==> src/rtl/bus_arbiter_if.sv <==
// Bus arbitration handshake bundle: per-source requests in, one-hot grant,
// mux select and status pulses out. master = arbiter side, slave = requester side.
interface bus_arbiter_if #(
  parameter int N = 3
);
  localparam int SW = (N > 1) ? $clog2(N) : 1;

  logic [N-1:0]  req_in;
  logic [N-1:0]  grant_out;
  logic [SW-1:0] sel_out;
  logic          bus_valid_out;
  logic          owner_changed_out;

  modport master (
    input  req_in,
    output grant_out,
    output sel_out,
    output bus_valid_out,
    output owner_changed_out
  );

  modport slave (
    output req_in,
    input  grant_out,
    input  sel_out,
    input  bus_valid_out,
    input  owner_changed_out
  );
endinterface

==> src/rtl/bus_arbiter.sv <==
// Round-robin owner arbiter for the MyCPU internal data bus with registered grants.
// Optional hold-limit preemption is compiled in with `define BUS_ARB_TIMEOUT_EN.
module bus_arbiter #(
  parameter int N        = 3,
  parameter int MAX_HOLD = 8
) (
  input  logic           clk,
  input  logic           rst_n,
  bus_arbiter_if.master  bus
);
  localparam int SW = (N > 1) ? $clog2(N) : 1;

  if (N < 2 || MAX_HOLD < 1) begin : g_bad_param
    $error("bus_arbiter: N must be >= 2 and MAX_HOLD >= 1");
  end

  typedef enum logic {
    IDLE,
    GRANT
  } state_t;

  state_t        state_reg;
  logic [N-1:0]  grant_reg;
  logic [SW-1:0] sel_reg;
  logic [SW-1:0] last_reg;
  logic          valid_reg;
  logic          changed_reg;

`ifdef BUS_ARB_TIMEOUT_EN
  localparam int CW = $clog2(MAX_HOLD + 1);
  logic [CW-1:0] hold_cnt_reg;
  logic          others_pending;
  assign others_pending = |(bus.req_in & ~grant_reg);
`endif

  logic [SW-1:0] win;
  logic [SW-1:0] hi_win;
  logic [SW-1:0] lo_win;
  logic          hi_found;
  logic [N-1:0]  win_onehot;
  logic          owner_req;

  // Lowest requesting index above last wins; otherwise wrap to the lowest at or below last.
  always_comb begin
    hi_win   = '0;
    lo_win   = '0;
    hi_found = 1'b0;
    for (int j = N - 1; j >= 0; j--) begin
      if (bus.req_in[j]) begin
        if (SW'(j) > last_reg) begin
          hi_found = 1'b1;
          hi_win   = SW'(j);
        end else begin
          lo_win = SW'(j);
        end
      end
    end
    win = hi_found ? hi_win : lo_win;
  end

  genvar gi;
  generate
    for (gi = 0; gi < N; gi++) begin : g_onehot
      assign win_onehot[gi] = (win == SW'(gi));
    end
  endgenerate

  assign owner_req = |(bus.req_in & grant_reg);

  always_ff @(posedge clk or negedge rst_n) begin
    if (!rst_n) begin
      state_reg    <= IDLE;
      grant_reg    <= '0;
      sel_reg      <= '0;
      last_reg     <= SW'(N - 1);
      valid_reg    <= 1'b0;
      changed_reg  <= 1'b0;
`ifdef BUS_ARB_TIMEOUT_EN
      hold_cnt_reg <= '0;
`endif
    end else begin
      changed_reg <= 1'b0;
      case (state_reg)
        IDLE: begin
          if (|bus.req_in) begin
            grant_reg    <= win_onehot;
            sel_reg      <= win;
            last_reg     <= win;
            valid_reg    <= 1'b1;
            changed_reg  <= 1'b1;
            state_reg    <= GRANT;
`ifdef BUS_ARB_TIMEOUT_EN
            // The first grant cycle already counts toward the hold limit.
            hold_cnt_reg <= CW'(1);
`endif
          end
        end
        GRANT: begin
`ifdef BUS_ARB_TIMEOUT_EN
          if (!owner_req || (hold_cnt_reg == CW'(MAX_HOLD) && others_pending)) begin
            grant_reg    <= '0;
            valid_reg    <= 1'b0;
            state_reg    <= IDLE;
            hold_cnt_reg <= '0;
          end else if (hold_cnt_reg < CW'(MAX_HOLD)) begin
            hold_cnt_reg <= hold_cnt_reg + CW'(1);
          end
`else
          if (!owner_req) begin
            grant_reg <= '0;
            valid_reg <= 1'b0;
            state_reg <= IDLE;
          end
`endif
        end
        default: begin
          state_reg <= IDLE;
          grant_reg <= '0;
          valid_reg <= 1'b0;
        end
      endcase
    end
  end

  assign bus.grant_out         = grant_reg;
  assign bus.sel_out           = sel_reg;
  assign bus.bus_valid_out     = valid_reg;
  assign bus.owner_changed_out = changed_reg;
endmodule

==> src/flat_wrapper.sv <==
// flat-port wrapper written by rule: the top's interface ports become plain ports
module bus_arbiter_flat 
#(
  parameter int N        = 3,
  parameter int MAX_HOLD = 8
)
  (clk, rst_n, bus_req_in, bus_grant_out, bus_sel_out, bus_bus_valid_out, bus_owner_changed_out);
  bus_arbiter_if #(.N(N)) bus_i ();
  input  logic clk;
  input  logic rst_n;
  input wire logic [$bits(bus_i.req_in)-1:0] bus_req_in;
  output wire logic [$bits(bus_i.grant_out)-1:0] bus_grant_out;
  output wire logic [$bits(bus_i.sel_out)-1:0] bus_sel_out;
  output wire logic [$bits(bus_i.bus_valid_out)-1:0] bus_bus_valid_out;
  output wire logic [$bits(bus_i.owner_changed_out)-1:0] bus_owner_changed_out;
  assign bus_i.req_in = bus_req_in;
  assign bus_grant_out = bus_i.grant_out;
  assign bus_sel_out = bus_i.sel_out;
  assign bus_bus_valid_out = bus_i.bus_valid_out;
  assign bus_owner_changed_out = bus_i.owner_changed_out;
  bus_arbiter #(.N(N), .MAX_HOLD(MAX_HOLD)) u_core (.clk(clk), .rst_n(rst_n), .bus(bus_i));
endmodule
==> config.mk <==
export PLATFORM = sky130hd
export DESIGN_NAME = bus_arbiter_flat
export DESIGN_NICKNAME = d
export VERILOG_FILES = /design/src/rtl/bus_arbiter_if.sv /design/src/rtl/bus_arbiter.sv /design/src/flat_wrapper.sv
export SDC_FILE = /design/constraint.sdc
export NUM_CORES = 1
export LEC_CHECK = 0
export CAP_MARGIN = 20
export CORE_AREA = 2 2 39 41
export DETAILED_ROUTE_END_ITERATION = 8
export DIE_AREA = 0 0 41 43
export GPL_ROUTABILITY_DRIVEN = 0
export PLACE_DENSITY = 0.67
export SLEW_MARGIN = 30
export SYNTH_ARGS = -nofsm -noshare
export SYNTH_HDL_FRONTEND = slang
export SYNTH_SLANG_ARGS = --single-unit
==> constraint.sdc <==
create_clock -name clk -period 1.8 [get_ports clk]
set_clock_uncertainty 0.1 [all_clocks]
set_input_delay 0.54 -clock clk [delete_from_list [all_inputs] [get_ports clk]]
set_output_delay 0.54 -clock clk [all_outputs]
set_load 0.005 [all_outputs]
; ---- Word-level counts from Yosys, hierarchy flattened
; Cells that the tools add are included.
[word_totals]
register_bits = 10
latch_bits = 0
mem_bits_rw = 0
romBits = 0
mem_count = 0
out_inout_bits = 7
word_cells = 49
[classes]
n_reduce_logical = 5
addsub = 0
mux = 29
n_shift = 0
n_div = 0
magnitude_cmp = 3
bitwise_logic = 2
mul = 0
eq_ne = 4
[ops]
columns = operator, n
row1 = two-way mux 2 bit, 13
row2 = two-way mux 1 bit, 11
row3 = two-way mux 3 bit, 2
row4 = case mux 3 bit (2 select lines), 1
row5 = OR reduction 3 bit, 2
row6 = "> comparator 1 x 2 -> 1 bit, first input constant", 2
row7 = case mux 1 bit (2 select lines), 2
row8 = AND reduction 2 bit, 2
row9 = AND 3 bit, 1
row10 = "equality test 2 x 1 -> 1 bit, second input constant", 1
row11 = "equality test 2 bit, second input constant", 1
row12 = "> comparator 2 bit, first input constant", 1
row13 = logical NOT 2 bit, 1
row14 = "!= test 2 x 1 -> 1 bit, second input constant", 1
row15 = "!= test 2 bit, second input constant", 1
row16 = inverter 1 bit, 1

; ---- Logic depth before layout (Yosys ltp)
[logic_depth]
ltp_word = 11
ltp_mapped = 4
mapped_depth_nobuf = 3

; ---- Worst setup path before layout
; Ideal clock, no wire load.
[synth_path]
kind = in2reg
start = input bus_req_in[1]
end = register u_core.grant_reg[0] (netlist: u_core.bus.grant_out[0])
path_slack_ns = 0.533
arrival_time_ns = 1.089
setup_ns = 0.078
path_stages = 3
required_time_ns = 1.622
path_cell_list = nor4_1 > o21bai_1 > o2bb2ai_1
[synth_between]
elab_chain_cells = 7
word_cells_on_any_way = 19
[synth_lines]
columns = item, line_no
row1 = from (decl), flat_wrapper.sv:11  ; input wire logic [$bits(bus_i.req_in)-1:0] bus_req_in;
row2 = two-way mux 2 bit or two-way mux 1 bit (tied branches), bus_arbiter.sv:49  ; if (bus.req_in[j]) begin
row3 = two-way mux 2 bit or two-way mux 1 bit (tied branches), bus_arbiter.sv:50  ; if (SW'(j) > last_reg) begin
row4 = two-way mux 2 bit or two-way mux 1 bit (tied branches), bus_arbiter.sv:49
row5 = two-way mux 2 bit, bus_arbiter.sv:58  ; win = hi_found ? hi_win : lo_win;
row6 = logical NOT 2 bit, bus_arbiter.sv:64  ; assign win_onehot[gi] = (win == SW'(gi));
row7 = two-way mux 3 bit, bus_arbiter.sv:85  ; if (|bus.req_in) begin
row8 = case mux 3 bit (2 select lines), bus_arbiter.sv:83  ; case (state_reg)
row9 = to (signal assigned), bus_arbiter.sv:86  ; grant_reg <= win_onehot;
row10 = to (decl), bus_arbiter.sv:23  ; logic [N-1:0] grant_reg;
; Several ways; a longest one is shown, not always the timed one. The select of a mux whose other input is x is not followed.
; A chain may end at the register's enable or synchronous reset.

; ---- Final worst setup path
[layout_path]
start = register u_core.grant_reg[2] (netlist: u_core.bus.grant_out[2])
end = output bus_grant_out[2]
[layout_lines]
columns = item, line_no
row1 = to (decl), flat_wrapper.sv:12  ; output wire logic [$bits(bus_i.grant_out)-1:0] bus_grant_out;
; No word-level cell between the ends.

==> results.json <==
{
  "first_iter_violations": 3,
  "cap_viol_max_count": 0,
  "vias_per_cell": 4.89,
  "fp-row-count": 14,
  "crit_type": "flip-flop to output pin",
  "totalWireLength_mm": 1.03,
  "layout_min_cycle_time_ps": 1760,
  "path_clk_slew_ps": 50,
  "hp-class": "flip-flop to flip-flop",
  "fin_ws_ps": 42.1,
  "die_y_um": 43,
  "grt_max_degree": 10,
  "synth_adder_area_share": 0,
  "yosys.area.top_type_share": 0.437,
  "relSlewSlack": 0.722,
  "largest_reg_flops": 3,
  "crit_required_ps": 1160,
  "period_share": 0.977,
  "path_cells": "clkdlybuf4s50_1",
  "syn_area_um2": 458,
  "met3WireLength_um": 71,
  "first_global_vias": 382,
  "drive_gt1_frac": 0.286,
  "ys_seq_area_frac": 0.495,
  "critPathArrivalTime_ps": 1120,
  "clockBufferDepth": 2,
  "wl_met2_um": 461,
  "core_um2": 1380,
  "clock-sinks": 9,
  "cts_tree": "done",
  "first_pass_iters": 4,
  "p_per_area_nw_per_um2": 1640,
  "p_leak_nw": 0.313,
  "clock-root-buffer": "clkbuf_4",
  "synthFlopType": "dfrtp_1",
  "irDropWorstVdd_uv": 787,
  "gr-total-overflow": 0,
  "synthDistinctLibCells": 24,
  "synth-xor-area-share": 0,
  "finalHoldViolCount": 0,
  "fin_cells": 79,
  "status": "completed",
  "syn_inst": 43,
  "initial_core_util": 0.331,
  "h-tree-depth": 1,
  "drc": 0,
  "finalSetupViolCount": 0,
  "wl_per_cell_um": 13.1,
  "synth.area.top_cells": "dfrtp_1 (44%), dfstp_2 (5.7%), o21ai_0 (4.4%)",
  "worst_path_largest_cell_delay_ps": 500,
  "cpMaxStageDelayCell": "clkdlybuf4s50_1",
  "ant_nets": 0,
  "syn_to_final_growth_pct": 44.0,
  "grt_pass1_wl_mm": 1.70,
  "worstSetupEndpointType": "output pin",
  "startpoint_type": "flip-flop",
  "ys_ff_latch": 9,
  "syn_nets": 48,
  "synth.most_common_cell": "dfrtp_1",
  "dieArea_um2": 1760,
  "met1_length_um": 477,
  "insertion_delay_ps": 260,
  "worstMarginPinSlew_ps": 415,
  "fmax_mhz": 569,
  "crit_path_start": "u_core.bus.grant_out[2]$_DFFE_PN0P_",
  "synth-compound-area-share": 0.268,
  "cts_hold_buffers": 0,
  "dp.cells": 71,
  "top_layer": "met4",
  "final_util": 0.476,
  "rr_startpoint": "u_core.bus.grant_out[1]$_DFFE_PN0P_",
  "synth_common_cells": "dfrtp_1 (8), inv_1 (4), nand2_1 (4), o21ai_0 (4), nor2b_1 (3)",
  "dieWidth_um": 41,
  "io_pins": 12,
  "dp_slack_ps": -127,
  "synth_top_family_by_area": "compound AO/OA/AOI/OAI gates",
  "rsz0062_at_grt": "false",
  "numCtsBuffers": 3,
  "min_from": "u_core.bus.bus_valid_out$_DFFE_PN0P_",
  "final_nets": 69,
  "cp_max_fo": 2,
  "crit_family": "buffers and inverters",
  "io_buffers": 11,
  "grt_usage": 0.151,
  "post-dp-hpwl_um": 706,
  "yosys.area.top_type": "dfrtp_1",
  "n_antenna_cell": 0,
  "crit_buf_inv": 1,
  "dr_total_vias": 386,
  "synth-edff-count": 0,
  "avgSynthCellArea_um2": 10.6,
  "synth_mux_area_frac": 0,
  "synth_async_sr_flop_share": 1.00,
  "yosysWarnings": 0,
  "slew_viol_final": 0,
  "antenna_found_initial": 0,
  "synthSimpleGateAreaFrac": 0.178
}
[repair_timing]
action	CTS	global route
gates resized for setup	0	2
buffers inserted	4	0
setup endpoints to repair	4	2
cloned	0	0
[cells in the final DEF, fill, tap and decap left out, drive strengths merged, types with 2 or more instances in the layout]
| cell | instances |
|---|---|
| inv | 4 |
| nor2b | 3 |
| nor2 | 3 |
| buf | 7 |
| o21ai | 5 |
| clkdlybuf4s50 | 9 |
| clkbuf | 4 |
| dlymetal6s2s | 2 |
| dfrtp | 8 |
| nand2 | 4 |
[worst paths after layout]
| kind | slack (ps) | cells after the start | end |
|---|---|---|---|
| setup / recovery | 40 | 1 | bus_grant_out[2] |
| hold / removal | 420 | 2 | u_core.bus.bus_valid_out$_DFFE_PN0P_ |
| setup reg to reg | 530 | 4 | u_core.bus.bus_valid_out$_DFFE_PN0P_ |
| hold reg to reg | 420 | 2 | u_core.bus.bus_valid_out$_DFFE_PN0P_ |
| max in group asynchronous | 790 | 1 | u_core.last_reg[1]$_DFFE_PN1P_ |
| min in group asynchronous | 470 | 1 | u_core.bus.grant_out[1]$_DFFE_PN0P_ |
[cells by family (layout without fill, tap and decap cells)]
family,count (synthesis),count (layout)
AOI/OAI and AO/OA,15,15
buffers and inverters,6,26
DFF,9,9
and+or+nand+nor,13,13
[cell type report]
type	count	area (µm²)
fillers	147	724
repair buffers	18	168
well taps	16	20.0
flip-flops and latches	9	226
clock buffers	4	26.3
multi-input cells	28	204
inverters	4	15.0
[power breakdown]
part,internal [W],switching (W)
clock network,0.0000854,0.0000696
registers,0.000305,0.0000791
logic,0.000317,0.000224
[per-layer routing]
metal	GRT usage	vias up
met5	0	-
met4	0.0800	0
met3	0.0838	4
met2	0.203	9
met1	0.187	179
li1	-	194
[through the flow]
| stage | total power (W) | area [µm²] | TNS, ps | hold slack (ps) |
|---|---|---|---|---|
| 2_1_floorplan | 0.000652 | 458 | 0 | 144 |
| 3_3_place_gp | 0.000868 | 598 | -456 | 401 |
| 3_5_place_dp | 0.000872 | 598 | -566 | 423 |
| 4_1_cts | 0.00110 | 654 | 0 | 431 |
| 5_1_grt | 0.00117 | 659 | 0 | 468 |
| 6_report | 0.00108 | 659 | 0 | 422 |
No activity file was read; power rests on OpenSTA's default activity.
